### config.mk
export PLATFORM = sky130hd
export DESIGN_NAME = wishbone_rr_arbiter
export DESIGN_NICKNAME = d
export VERILOG_FILES = /design/src/rtl/wishbone_rr_arbiter.sv
export SDC_FILE = /design/constraint.sdc
export NUM_CORES = 1
export LEC_CHECK = 0
export BUFFER_PORTS_ARGS = -buffer_cell sky130_fd_sc_hd__buf_2
export CAP_MARGIN = 25
export CORE_AREA = 3 3 170 172
export DETAILED_ROUTE_END_ITERATION = 8
export DIE_AREA = 0 0 173 175
export PLACE_DENSITY = 0.44
export REMOVE_ABC_BUFFERS = 1
export SYNTH_ARGS = -nofsm -noshare
export SYNTH_HDL_FRONTEND = slang
export SYNTH_SLANG_ARGS = --single-unit
### constraint.sdc
create_clock -name clk -period 2.15 [get_ports clk]
set_clock_uncertainty 0.15 [all_clocks]
set_input_delay 0.43 -clock clk [delete_from_list [all_inputs] [get_ports clk]]
set_output_delay 0.43 -clock clk [all_outputs]
set_load 0.03 [all_outputs]
### src/rtl/wishbone_rr_arbiter.sv
// wishbone_rr_arbiter: registered round-robin arbiter sharing one Wishbone slave among NUM_MASTERS masters.
// Define WB_RR_ARB_TIMEOUT_EN to build the stall counter that aborts a hung slave with a bus error.
module wishbone_rr_arbiter #(
  parameter int NUM_MASTERS    = 4,
  parameter int ADDR_WIDTH     = 32,
  parameter int DATA_WIDTH     = 32,
  parameter int TIMEOUT_CYCLES = 255
) (
  input  logic                                clk,
  input  logic                                rst,
  input  logic [NUM_MASTERS-1:0]              m_cyc_i,
  input  logic [NUM_MASTERS-1:0]              m_stb_i,
  input  logic [NUM_MASTERS-1:0]              m_we_i,
  input  logic [NUM_MASTERS*DATA_WIDTH/8-1:0] m_sel_i,
  input  logic [NUM_MASTERS*ADDR_WIDTH-1:0]   m_adr_i,
  input  logic [NUM_MASTERS*DATA_WIDTH-1:0]   m_dat_i,
  output logic [DATA_WIDTH-1:0]               m_dat_o,
  output logic [NUM_MASTERS-1:0]              m_ack_o,
  output logic [NUM_MASTERS-1:0]              m_err_o,
  output logic [NUM_MASTERS-1:0]              m_int_o,
  output logic                                s_cyc_o,
  output logic                                s_stb_o,
  output logic                                s_we_o,
  output logic [DATA_WIDTH/8-1:0]             s_sel_o,
  output logic [ADDR_WIDTH-1:0]               s_adr_o,
  output logic [DATA_WIDTH-1:0]               s_dat_o,
  input  logic [DATA_WIDTH-1:0]               s_dat_i,
  input  logic                                s_ack_i,
  input  logic                                s_int_i
);
  localparam int SW = DATA_WIDTH / 8;
  localparam int IW = $clog2(NUM_MASTERS);
`ifdef WB_RR_ARB_TIMEOUT_EN
  typedef enum logic [1:0] {IDLE, BUSY, ERR} state_t;
`else
  typedef enum logic [1:0] {IDLE, BUSY} state_t;
`endif
  state_t r_state;
  logic [IW-1:0] r_gnt, r_last, w_nxt;
  logic w_busy;
  logic [NUM_MASTERS-1:0] w_oh;

  if (TIMEOUT_CYCLES < 1 || TIMEOUT_CYCLES > 65535) begin : g_bad_timeout
    $error("TIMEOUT_CYCLES must be 1..65535");
  end

  // Walk downward in offset so the nearest requester after r_last wins.
  always_comb begin
    w_nxt = r_last;
    for (int i = NUM_MASTERS; i >= 1; i--)
      if (m_cyc_i[(int'(r_last) + i) % NUM_MASTERS]) w_nxt = IW'((int'(r_last) + i) % NUM_MASTERS);
  end

  assign w_busy  = r_state == BUSY;
  assign w_oh    = {{(NUM_MASTERS-1){1'b0}}, 1'b1} << r_gnt;
  assign s_cyc_o = w_busy & m_cyc_i[r_gnt];
  assign s_stb_o = w_busy & m_stb_i[r_gnt];
  assign s_we_o  = w_busy & m_we_i[r_gnt];
  assign s_sel_o = w_busy ? m_sel_i[r_gnt*SW +: SW] : '0;
  assign s_adr_o = w_busy ? m_adr_i[r_gnt*ADDR_WIDTH +: ADDR_WIDTH] : '0;
  assign s_dat_o = w_busy ? m_dat_i[r_gnt*DATA_WIDTH +: DATA_WIDTH] : '0;
  assign m_ack_o = (w_busy && s_ack_i) ? w_oh : '0;
  assign m_dat_o = s_dat_i;
  assign m_int_o = {NUM_MASTERS{s_int_i}};

`ifdef WB_RR_ARB_TIMEOUT_EN
  logic [15:0] r_cnt;
  assign m_err_o = (r_state == ERR && m_stb_i[r_gnt]) ? w_oh : '0;
  always_ff @(posedge clk) begin
    if (rst || !w_busy || s_ack_i || !m_stb_i[r_gnt]) r_cnt <= '0;
    else if (r_cnt != '1) r_cnt <= r_cnt + 16'd1;
  end
`else
  assign m_err_o = '0;
`endif

  always_ff @(posedge clk) begin
    if (rst) begin
      r_state <= IDLE;
      r_gnt   <= '0;
      r_last  <= IW'(NUM_MASTERS - 1);
    end else if (r_state == IDLE) begin
      if (|m_cyc_i) begin
        r_gnt   <= w_nxt;
        r_last  <= w_nxt;
        r_state <= BUSY;
      end
    end else if (!m_cyc_i[r_gnt]) r_state <= IDLE;
`ifdef WB_RR_ARB_TIMEOUT_EN
    else if (w_busy && r_cnt == 16'(TIMEOUT_CYCLES - 1) && !s_ack_i) r_state <= ERR;
`endif
  end
endmodule

==> results by group <==
Outcome
  • Outcome: finished with violations
  • Failing checks: setup timing

Detailed routing
  • DRC: 0
  • Wirelength per Cell: between 15 and 20 microns
  • Final wirelength: 18.6 mm
  • Routed Antenna Nets: 0
  • Post-DR vias/cell: 3.70
  • DR pass1 iterations: 4
  • DR iter-0 viols: between 70 and 80
  • Vias after detailed routing: ~3600

Placed design
  • Placement Cell Area: about 0.0049 sq mm
  • Port-buffer cells: 361
  • Post-detailed-placement half-perimeter wirelength: 16.2 mm
  • Placer Congestion: slightly above 0.8

Global routing
  • First-pass GRT wire length: 25.5 mm
  • Largest net degree at the start of global routing: 44
  • Initial antenna violation count: 0
  • GRT Util Overall: 0.112
  • Vias in the first global route: 3752
  • Gr ovfl total: 0

Setup path
  • Critical Path RT: 1.57 ns
  • Crit. Startpoint: r_gnt[0]$_SDFFE_PP0P_
  • CP dominant cell by count: buf_4
  • Crit path capture type: primary output
  • Crit start category: flip-flop
  • RR Endpoint: r_state[0]$_SDFFE_PP0P_
  • Reg2reg start: r_gnt[0]$_SDFFE_PP0P_
  • CP max-delay cell: mux4_2
  • Reg2reg setup slack: 0.47 ns
  • Crit path kind: flip-flop to primary output
  • Cell Chain, Critical Path: buf_12, buf_4, mux4_2, and2_1, buf_4
  • Critical path data arrival time: between 1.5 and 2 ns
  • Slowest stage delay, CP: roughly 0.49 ns
  • Crit path max fanout: 18
  • Register-to-Register Path Depth: 7

Cells and area
  • NumNets Final: around 910
  • Area grow syn2layout: 87.9%
  • Post-route cell area: 0.00530 sq mm
  • Share of post-route cells with drive strength above 1: 0.834
  • Ant. Diodes: 0

STA
  • Final Critical Period: approximately 2.4 ns
  • Fmax achieved: between 400 and 500 MHz
  • TNS Setup: -10.99 ns
  • Final WS setup: -0.220 ns
  • Final worst-path cycle share: 1.10
  • Final hold vios: 0
  • RSZ-0062 raised after global routing: yes
  • Final Max Slew Viols: 0
  • Setup violations, final: between 70 and 80

Clocking
  • TritonCTS clock tree: built
  • CTS Hold Bufs: 0
  • Clk_lat worst skew: between 0.2 and 0.25 ns
  • Cts bufs inserted: 3
  • Maximum root-to-sink buffer count: 2
  • Clock transition at path regs: 0.03 ns
  • Clk root buf: clkbuf_16
  • Clk sinks: 5
  • H-Tree Depth: 1

Synthesis
  • Synthesis Warnings: 0
  • Synth cell types: 30
  • Synth top area cells: mux4_2, and2_1, buf_4
  • Top-count cell post-synth: mux4_2
  • Synthesized area: 0.00282 sq mm
  • Synth async-reset ratio: 0
  • Sequential fraction of the synthesis area: 0.0355
  • Post-synth top area cell: mux4_2
  • Dominant synthesized flop cell: dfxtp_1
  • Mean Syn Cell Area: between 10 and 15 sq um
  • Commonest cells in the synthesized netlist: mux4_2, and2_1, buf_4
  • Synthesis-stage register bit count: 5
  • Synth top area share: 0.567
  • Post-Syn Instances: roughly 250
  • Number of flops mapped to enable cells by yosys: 0

Worst hold path
  • Hold Crit Endpoint: r_state[0]$_SDFFE_PP0P_
  • Hold Startpoint: rst
  • Hold Path Stages: 2
  • Hold/Removal Path Class: input port to flip-flop

Power and ir drop
  • Pwr dens: ~440 mW/mm^2
  • Internal: 1.37 mW
  • Switch share: 0.412
  • Seq pwr share: 0.060
  • Clock share of power: 0.129
  • Comb power frac: 0.811
  • Worst VDD drop: roughly 0.42 mV
  • Leak Pwr: 2.52 nW
  • Psw: 0.956 mW

Floorplan
  • Top Ports: around 440
  • Die W: between 150 and 200 microns
  • # rows: just over 60
  • Die H: about 180 microns
  • Die ar.: roughly 0.03 sq mm
  • Initial Utilization: 0.102
  • Placeable Area: around 0.028 sq mm

Job
  • Max-Cap Viols: 0
-- worst max path at each step --
| stage | end | slack [ns] |
|---|---|---|
| after detailed placement | s_dat_o[6] | 0.0007 |
| after global placement | s_adr_o[14] | 0.01 |
| after global routing | s_dat_o[17] | -0.28 |
| final | s_dat_o[6] | -0.22 |
| after CTS | s_dat_o[2] | -0.23 |
| after floorplan | m_ack_o[1] | -2.44 |
-- placed cells by master, fill, tap and decap left out, drive strengths merged, types with 3 or more instances in the layout --
cell,synthesis,final
and2,70,70
o211ai,3,3
clkbuf,12,5
inv,4,4
nor3,3,3
conb,1,4
nor2,5,5
buf,54,391
dfxtp,5,5
nand2,5,5
mux4,71,71
a21oi,4,4
-- stage by stage --
| stage | std cells | worst slack (ns) | utilization | hold slack (ns) | power (mW) |
|---|---|---|---|---|---|
| 2_1_floorplan | 188 | -2.44 | - | 0.349 | 1.24 |
| 3_3_place_gp | 946 | 0.0132 | 0.178 | 0.439 | 1.86 |
| 3_5_place_dp | 946 | 0.000654 | 0.178 | 0.438 | 1.87 |
| 4_1_cts | 952 | -0.234 | 0.186 | 0.296 | 2.27 |
| 5_1_grt | 962 | -0.276 | 0.192 | 0.317 | 2.47 |
| 6_report | 962 | -0.220 | 0.192 | 0.292 | 2.32 |
-- power by group through the flow --
| stage | Sequential [mW] | Clock [mW] | Combinational [mW] |
|---|---|---|---|
| floorplan | 0.266 | 0 | 0.975 |
| global placement | 0.141 | 0 | 1.72 |
| detailed placement | 0.142 | 0 | 1.73 |
| CTS | 0.141 | 0.305 | 1.82 |
| global route | 0.143 | 0.314 | 2.02 |
| finish | 0.139 | 0.300 | 1.88 |
-- registers in the layout (all words and copies together) (netlist names) --
register  count
r_last        2
r_state       1
r_gnt         2
-- routing by layer --
| metal | share of wire | track usage |
|---|---|---|
| met1 | 0.39 | 0.133 |
| met2 | 0.45 | 0.174 |
| met3 | 0.15 | 0.0737 |
| met4 | 0.0042 | 0.00676 |
| met5 | 0.0066 | 0.0321 |
-- kinds of logic (layout without fill, tap and decap cells) --
logic type	Yosys count	after routing	synth area share
simple gates	91	91	0.203
buf+inv	70	400	0.161
other cells	1	4	0.00133
mux	71	71	0.567
flops	5	5	0.0355
compound gates	13	13	0.0315
-- final cells by class --
cell class,count,area (sq um)
multi-input combinational,179,2310
inverter,4,15.0
sequential,5,109
timing repair buffer,392,2310
fill,3137,22300
clock buffer,4,78.8
tap,378,473
-- critical path: cells and delay by family, from the launching register on --
kind                   cells  cell delay, ns
and+or+nand+nor            1            0.20
buffers and inverters      3            0.49
DFF                        1            0.37
muxes                      1            0.49
-- repair_timing --
item | in CTS | in global routing
hold endpoints to repair | 0 | 0
setup buffers | 2 | 9
cloned | 0 | 1
setup endpoints to repair | 71 | 71
pin swaps | 0 | 1
gates resized for setup | 52 | 17
(Power assumes the default switching activity.)
